File: src/rtl/mc_control.sv
// mc_control: multicycle control sequencer for a MIPS subset
// (RTYPE, LW, SW, BEQ, NOP) on a shared-memory multicycle datapath.
//
// Ports
//   clk, rst          clock (rising edge), synchronous active-high reset
//   run               allow fetch of the next instruction
//   opcode            IR[31:26], valid from DECODE onward
//   mem_ready         memory completes the current access this cycle
//   pc_write .. pc_source   datapath mux selects and enables
//   state             current state code (debug)
//   instr_done        pulse on the last cycle of a retired instruction
//   illegal_op        pulse in DECODE on an unsupported opcode
//   instr_count       retired-instruction counter (wraps)
//
// state | meaning
// ------+------------------------------------------------
//  0    | IDLE    waiting for run
//  1    | FETCH   read instruction, PC+4, wait on memory
//  2    | DECODE  branch target into ALUOut, dispatch by opcode
//  3    | MEMADR  compute load/store address
//  4    | MEMRD   load data read, wait on memory
//  5    | MEMWB   write loaded data to rt
//  6    | MEMWR   store data write, wait on memory
//  7    | EXEC    R-type ALU operation
//  8    | RWB     write ALU result to rd
//  9    | BRANCH  compare A/B, conditional PC load
module mc_control #(
  parameter int CNT_W = 16
) (
  input  logic             clk,
  input  logic             rst,
  input  logic             run,
  input  logic [5:0]       opcode,
  input  logic             mem_ready,
  output logic             pc_write,
  output logic             pc_write_cond,
  output logic             iord,
  output logic             mem_read,
  output logic             mem_write,
  output logic             ir_write,
  output logic             mem_to_reg,
  output logic             reg_dst,
  output logic             reg_write,
  output logic             alu_src_a,
  output logic [1:0]       alu_src_b,
  output logic [1:0]       alu_op,
  output logic [1:0]       pc_source,
  output logic [3:0]       state,
  output logic             instr_done,
  output logic             illegal_op,
  output logic [CNT_W-1:0] instr_count
);

  localparam logic [3:0] S_IDLE   = 4'd0;
  localparam logic [3:0] S_FETCH  = 4'd1;
  localparam logic [3:0] S_DECODE = 4'd2;
  localparam logic [3:0] S_MEMADR = 4'd3;
  localparam logic [3:0] S_MEMRD  = 4'd4;
  localparam logic [3:0] S_MEMWB  = 4'd5;
  localparam logic [3:0] S_MEMWR  = 4'd6;
  localparam logic [3:0] S_EXEC   = 4'd7;
  localparam logic [3:0] S_RWB    = 4'd8;
  localparam logic [3:0] S_BRANCH = 4'd9;

  localparam logic [5:0] OP_RTYPE = 6'b000000;
  localparam logic [5:0] OP_LW    = 6'b100011;
  localparam logic [5:0] OP_SW    = 6'b101011;
  localparam logic [5:0] OP_BEQ   = 6'b000100;
  localparam logic [5:0] OP_NOP   = 6'b100000;

  logic [3:0]       state_q, state_d;
  logic [CNT_W-1:0] count_q, count_d;
  logic [3:0]       after_done;

  // Every retiring state returns here; run is only looked at on that cycle.
  assign after_done = run ? S_FETCH : S_IDLE;

  always_comb begin
    state_d       = S_IDLE;
    pc_write      = 1'b0;
    pc_write_cond = 1'b0;
    iord          = 1'b0;
    mem_read      = 1'b0;
    mem_write     = 1'b0;
    ir_write      = 1'b0;
    mem_to_reg    = 1'b0;
    reg_dst       = 1'b0;
    reg_write     = 1'b0;
    alu_src_a     = 1'b0;
    alu_src_b     = 2'b00;
    alu_op        = 2'b00;
    pc_source     = 2'b00;
    instr_done    = 1'b0;
    illegal_op    = 1'b0;
    case (state_q)
      S_IDLE: state_d = run ? S_FETCH : S_IDLE;
      S_FETCH: begin
        mem_read  = 1'b1;
        alu_src_b = 2'b01;
        // IR and PC+4 are captured only on the cycle memory delivers.
        ir_write  = mem_ready;
        pc_write  = mem_ready;
        state_d   = mem_ready ? S_DECODE : S_FETCH;
      end
      S_DECODE: begin
        alu_src_b = 2'b11;
        case (opcode)
          OP_RTYPE:     state_d = S_EXEC;
          OP_LW, OP_SW: state_d = S_MEMADR;
          OP_BEQ:       state_d = S_BRANCH;
          OP_NOP: begin
            instr_done = 1'b1;
            state_d    = after_done;
          end
          default: begin
            illegal_op = 1'b1;
            state_d    = after_done;
          end
        endcase
      end
      S_MEMADR: begin
        alu_src_a = 1'b1;
        alu_src_b = 2'b10;
        if (opcode == OP_LW)      state_d = S_MEMRD;
        else if (opcode == OP_SW) state_d = S_MEMWR;
        else                      state_d = S_IDLE;
      end
      S_MEMRD: begin
        mem_read = 1'b1;
        iord     = 1'b1;
        state_d  = mem_ready ? S_MEMWB : S_MEMRD;
      end
      S_MEMWB: begin
        reg_write  = 1'b1;
        mem_to_reg = 1'b1;
        instr_done = 1'b1;
        state_d    = after_done;
      end
      S_MEMWR: begin
        mem_write  = 1'b1;
        iord       = 1'b1;
        instr_done = mem_ready;
        state_d    = mem_ready ? after_done : S_MEMWR;
      end
      S_EXEC: begin
        alu_src_a = 1'b1;
        alu_op    = 2'b10;
        state_d   = S_RWB;
      end
      S_RWB: begin
        reg_write  = 1'b1;
        reg_dst    = 1'b1;
        instr_done = 1'b1;
        state_d    = after_done;
      end
      S_BRANCH: begin
        alu_src_a     = 1'b1;
        alu_op        = 2'b01;
        pc_write_cond = 1'b1;
        pc_source     = 2'b01;
        instr_done    = 1'b1;
        state_d       = after_done;
      end
      default: state_d = S_IDLE;
    endcase
  end

  always_comb begin
    count_d = count_q;
    if (instr_done) count_d = count_q + {{(CNT_W-1){1'b0}}, 1'b1};
  end

  always_ff @(posedge clk) begin
    if (rst) begin
      state_q <= S_IDLE;
      count_q <= '0;
    end else begin
      state_q <= state_d;
      count_q <= count_d;
    end
  end

  assign state       = state_q;
  assign instr_count = count_q;

endmodule

File: config.mk
export PLATFORM = sky130hd
export DESIGN_NAME = mc_control
export DESIGN_NICKNAME = d
export VERILOG_FILES = /design/src/rtl/mc_control.sv
export SDC_FILE = /design/constraint.sdc
export NUM_CORES = 1
export LEC_CHECK = 0
export BUFFER_PORTS_ARGS = -buffer_cell sky130_fd_sc_hd__buf_2
export CORE_MARGIN = 2
export CORE_UTILIZATION = 55
export CTS_CLUSTER_SIZE = 28
export DETAILED_ROUTE_END_ITERATION = 7
export PLACE_DENSITY = 0.85
export SLEW_MARGIN = 30
export SYNTH_ARGS = -nofsm -noshare
export SYNTH_HDL_FRONTEND = slang
export SYNTH_SLANG_ARGS = --single-unit
export TNS_END_PERCENT = 20
File: constraint.sdc
create_clock -name clk -period 4.11 [get_ports clk]
set_input_delay 0 -clock clk [delete_from_list [all_inputs] [get_ports clk]]
set_output_delay 0 -clock clk [all_outputs]
set_load 0.02 [all_outputs]
==> reports/metrics.cfg <==
[run_status]
outcome = finished, final reports clean

[route]
ant_nets = 0
wl_per_cell_um = 12.0
vias_per_cell = 5.62
first_iter_violations = 48
routed_wl_mm = 3.03
drt_pass1_iterations = 4
num_vias = 1423
drcViolationCount = 0

[clocking]
cts_made_buffers = 3
clkTransAtPathRegs_ns = 0.11
cts.path.max_buffers = 2
cts_tree = built
clock_latency_ns = 0.30
clock-sinks = 20
cts_max_level = 1
cts-root-buf = clkbuf_4

[placement]
port_buffers = 46
place_inst = 248
dpl_cell_area_um2 = 1730
dp_hpwl_mm = 2.18
gp_congestion = 0.770

[worst_setup_path]
cp.arrival_ns = 2.70
critPathKind = reg2reg
cp-end-kind = flop
worstPathRequired_ns = 4.30
cp_max_fo = 19
setup.worst_path.start_class = flop

[sta]
hold_viol = 0
slew_headroom_pct = 44.4
finClkSkew_ns = 0.0104
setup-tns-final_ns = 0
drv_slew = 0
rsz0062_at_grt = false
period_minus_slack_ns = 2.51
finalCritPeriodShare_pct = 61.0
fmax_mhz = 399
tightest_slew_ns = 0.834
setup_viol = 0

[synth]
synth_nets = 201
synth_cell_types = 51
synth_warnings = 0
seq_area_frac_synth_pct = 25.6
async_reset_ff_share_pct = 0
synth_edf_count = 0
synth_area_um2 = 1570
synth_area_per_cell_um2 = 8.24
syn-instance-count = 190
ys_seq_elements = 20
synth-main-ff-cell = dfxtp_1

[cells_and_area]
stdcell_count = 253
regArea_um2 = 400
fin_nets = 234
final_common_cell = buf_2
area_growth_pct = 14.7
fillers = 233
multi_input_area_um2 = 1060
final_cell_mix = buf_2 (46), nor2_1 (29), dfxtp_1 (20), nor2b_1 (16), nand3_1 (9)
post_route_cells_drive_above_1_share_pct = 32.9
antenna_cells = 0
final_cell_area_um2 = 1800

[floorplan]
die_x_um = 57.4
fp.dieH_um = 57.4
core_area_um2 = 2730
dieArea_um2 = 3290
rows = 19
io_pins = 48
start_util_pct = 57.3

[pwr]
irDropWorstVdd_mv = 0.195
powerDensity_nw_per_um2 = 225
finalPower_mw = 0.404
leakage_nw = 0.819

[grt]
grt_pass1_wl_mm = 5.05
grt_max_degree = 35
antenna_found_initial = 0
grtUsageTotal_pct = 18.5
grt_pass1_vias = 1207
overflow = 0

[run]
drv_cap = 0

[hold_path]
hold_path_class = in2reg

==> cell families after synthesis <==
group           count (synthesis)  synth area share (%)
compound gates                 34                  16.4
xor+xnor                        1                 0.559
fa+ha+maj                       1                 0.799
buf+inv                        20                  6.71
flops                          20                  25.6
mux                            15                  12.4
other cells                     1                 0.239
simple gates                   98                  37.4
==> report_power, final <==
part           switching (mW)  total, mW  leakage, nW  internal (mW)
Clock                  0.0611      0.160       0.0279         0.0985
Combinational          0.0262     0.0433        0.630         0.0172
Sequential            0.00636      0.201        0.161          0.195
Total                  0.0936      0.404        0.819          0.311
==> sequential cells by signal (all words and copies together) (netlist names) <==
| name | flops |
|---|---|
| instr_count | 16 |
| state | 4 |
==> through the flow <==
stage	worst slack (ns)	util, %	hold slack (ns)
6_report	1.60	65.7	0.00634
5_1_grt	1.43	65.7	0.0347
4_1_cts	1.65	65.7	0.000448
3_5_place_dp	1.67	63.4	0.276
3_3_place_gp	1.75	63.4	0.276
2_1_floorplan	1.95	-	0.141
==> cell type report <==
class	count	share of cell area [%]
Multi-Input combinational cell	150	59.1
Inverter	1	0.209
Timing Repair Buffer	47	13.4
Tap cell	31	2.16
Clock inverter	1	1.67
Clock buffer	3	1.25
Sequential cell	20	22.3
==> path summary, 6_finish.rpt <==
path              cells past startpoint                      endpoint  slack [ns]                   startpoint
setup reg to reg                      4  instr_count[15]$_SDFFE_PP0P_        1.60          state[1]$_SDFF_PP0_
setup / recovery                      4  instr_count[15]$_SDFFE_PP0P_        1.60          state[1]$_SDFF_PP0_
hold / removal                        3           state[1]$_SDFF_PP0_       0.006                    opcode[3]
hold reg to reg                       2   instr_count[1]$_SDFFE_PP0P_        0.51  instr_count[1]$_SDFFE_PP0P_
==> layer usage <==
layer	up-vias	track usage [%]	share of wire [%]	wire (um)
li1	738	-	-	-
met1	654	25.0	49	1480
met2	29	30.2	47	1430
met3	2	2.27	3.4	104
met4	0	6.31	0.59	18
met5	-	0	0	0
==> Yosys cell counts (all sizes together) (2+ instances only) <==
| library cell | count | area share, % |
|---|---|---|
| nor2 | 29 | 6.9 |
| dfxtp | 20 | 26 |
| nor2b | 16 | 6.4 |
| a21oi | 15 | 6.5 |
| mux2 | 14 | 12 |
| buf | 10 | 4.3 |
| clkbuf | 9 | 2.2 |
| nand3 | 9 | 2.9 |
| nand4 | 7 | 3.2 |
| nand2 | 5 | 1.2 |
| nand2b | 5 | 2.0 |
| nor3 | 5 | 1.6 |
| o21ai | 5 | 1.6 |
| and3 | 4 | 1.6 |
| a21boi | 3 | 1.4 |
| and2 | 3 | 1.2 |
| and4 | 3 | 1.7 |
| nor3b | 3 | 1.8 |
| a211oi | 2 | 0.96 |
| a31oi | 2 | 0.80 |
| nor4bb | 2 | 2.2 |
==> timing repair <==
item / 4_1_cts / 5_1_grt
gates resized for setup: 0 / 0
hold endpoints to repair: 1 / 0
setup buffers: 0 / 0
hold buffers: 1 / 0
==> worst max-delay path, cell delays in order, from the launching register on <==
cell and delay (ns):
dfxtp_1 0.77, nor4b_4 0.38, nand4_2 0.47, a211oi_1 0.44
mux2_1 0.34
(Power assumes the default switching activity.)
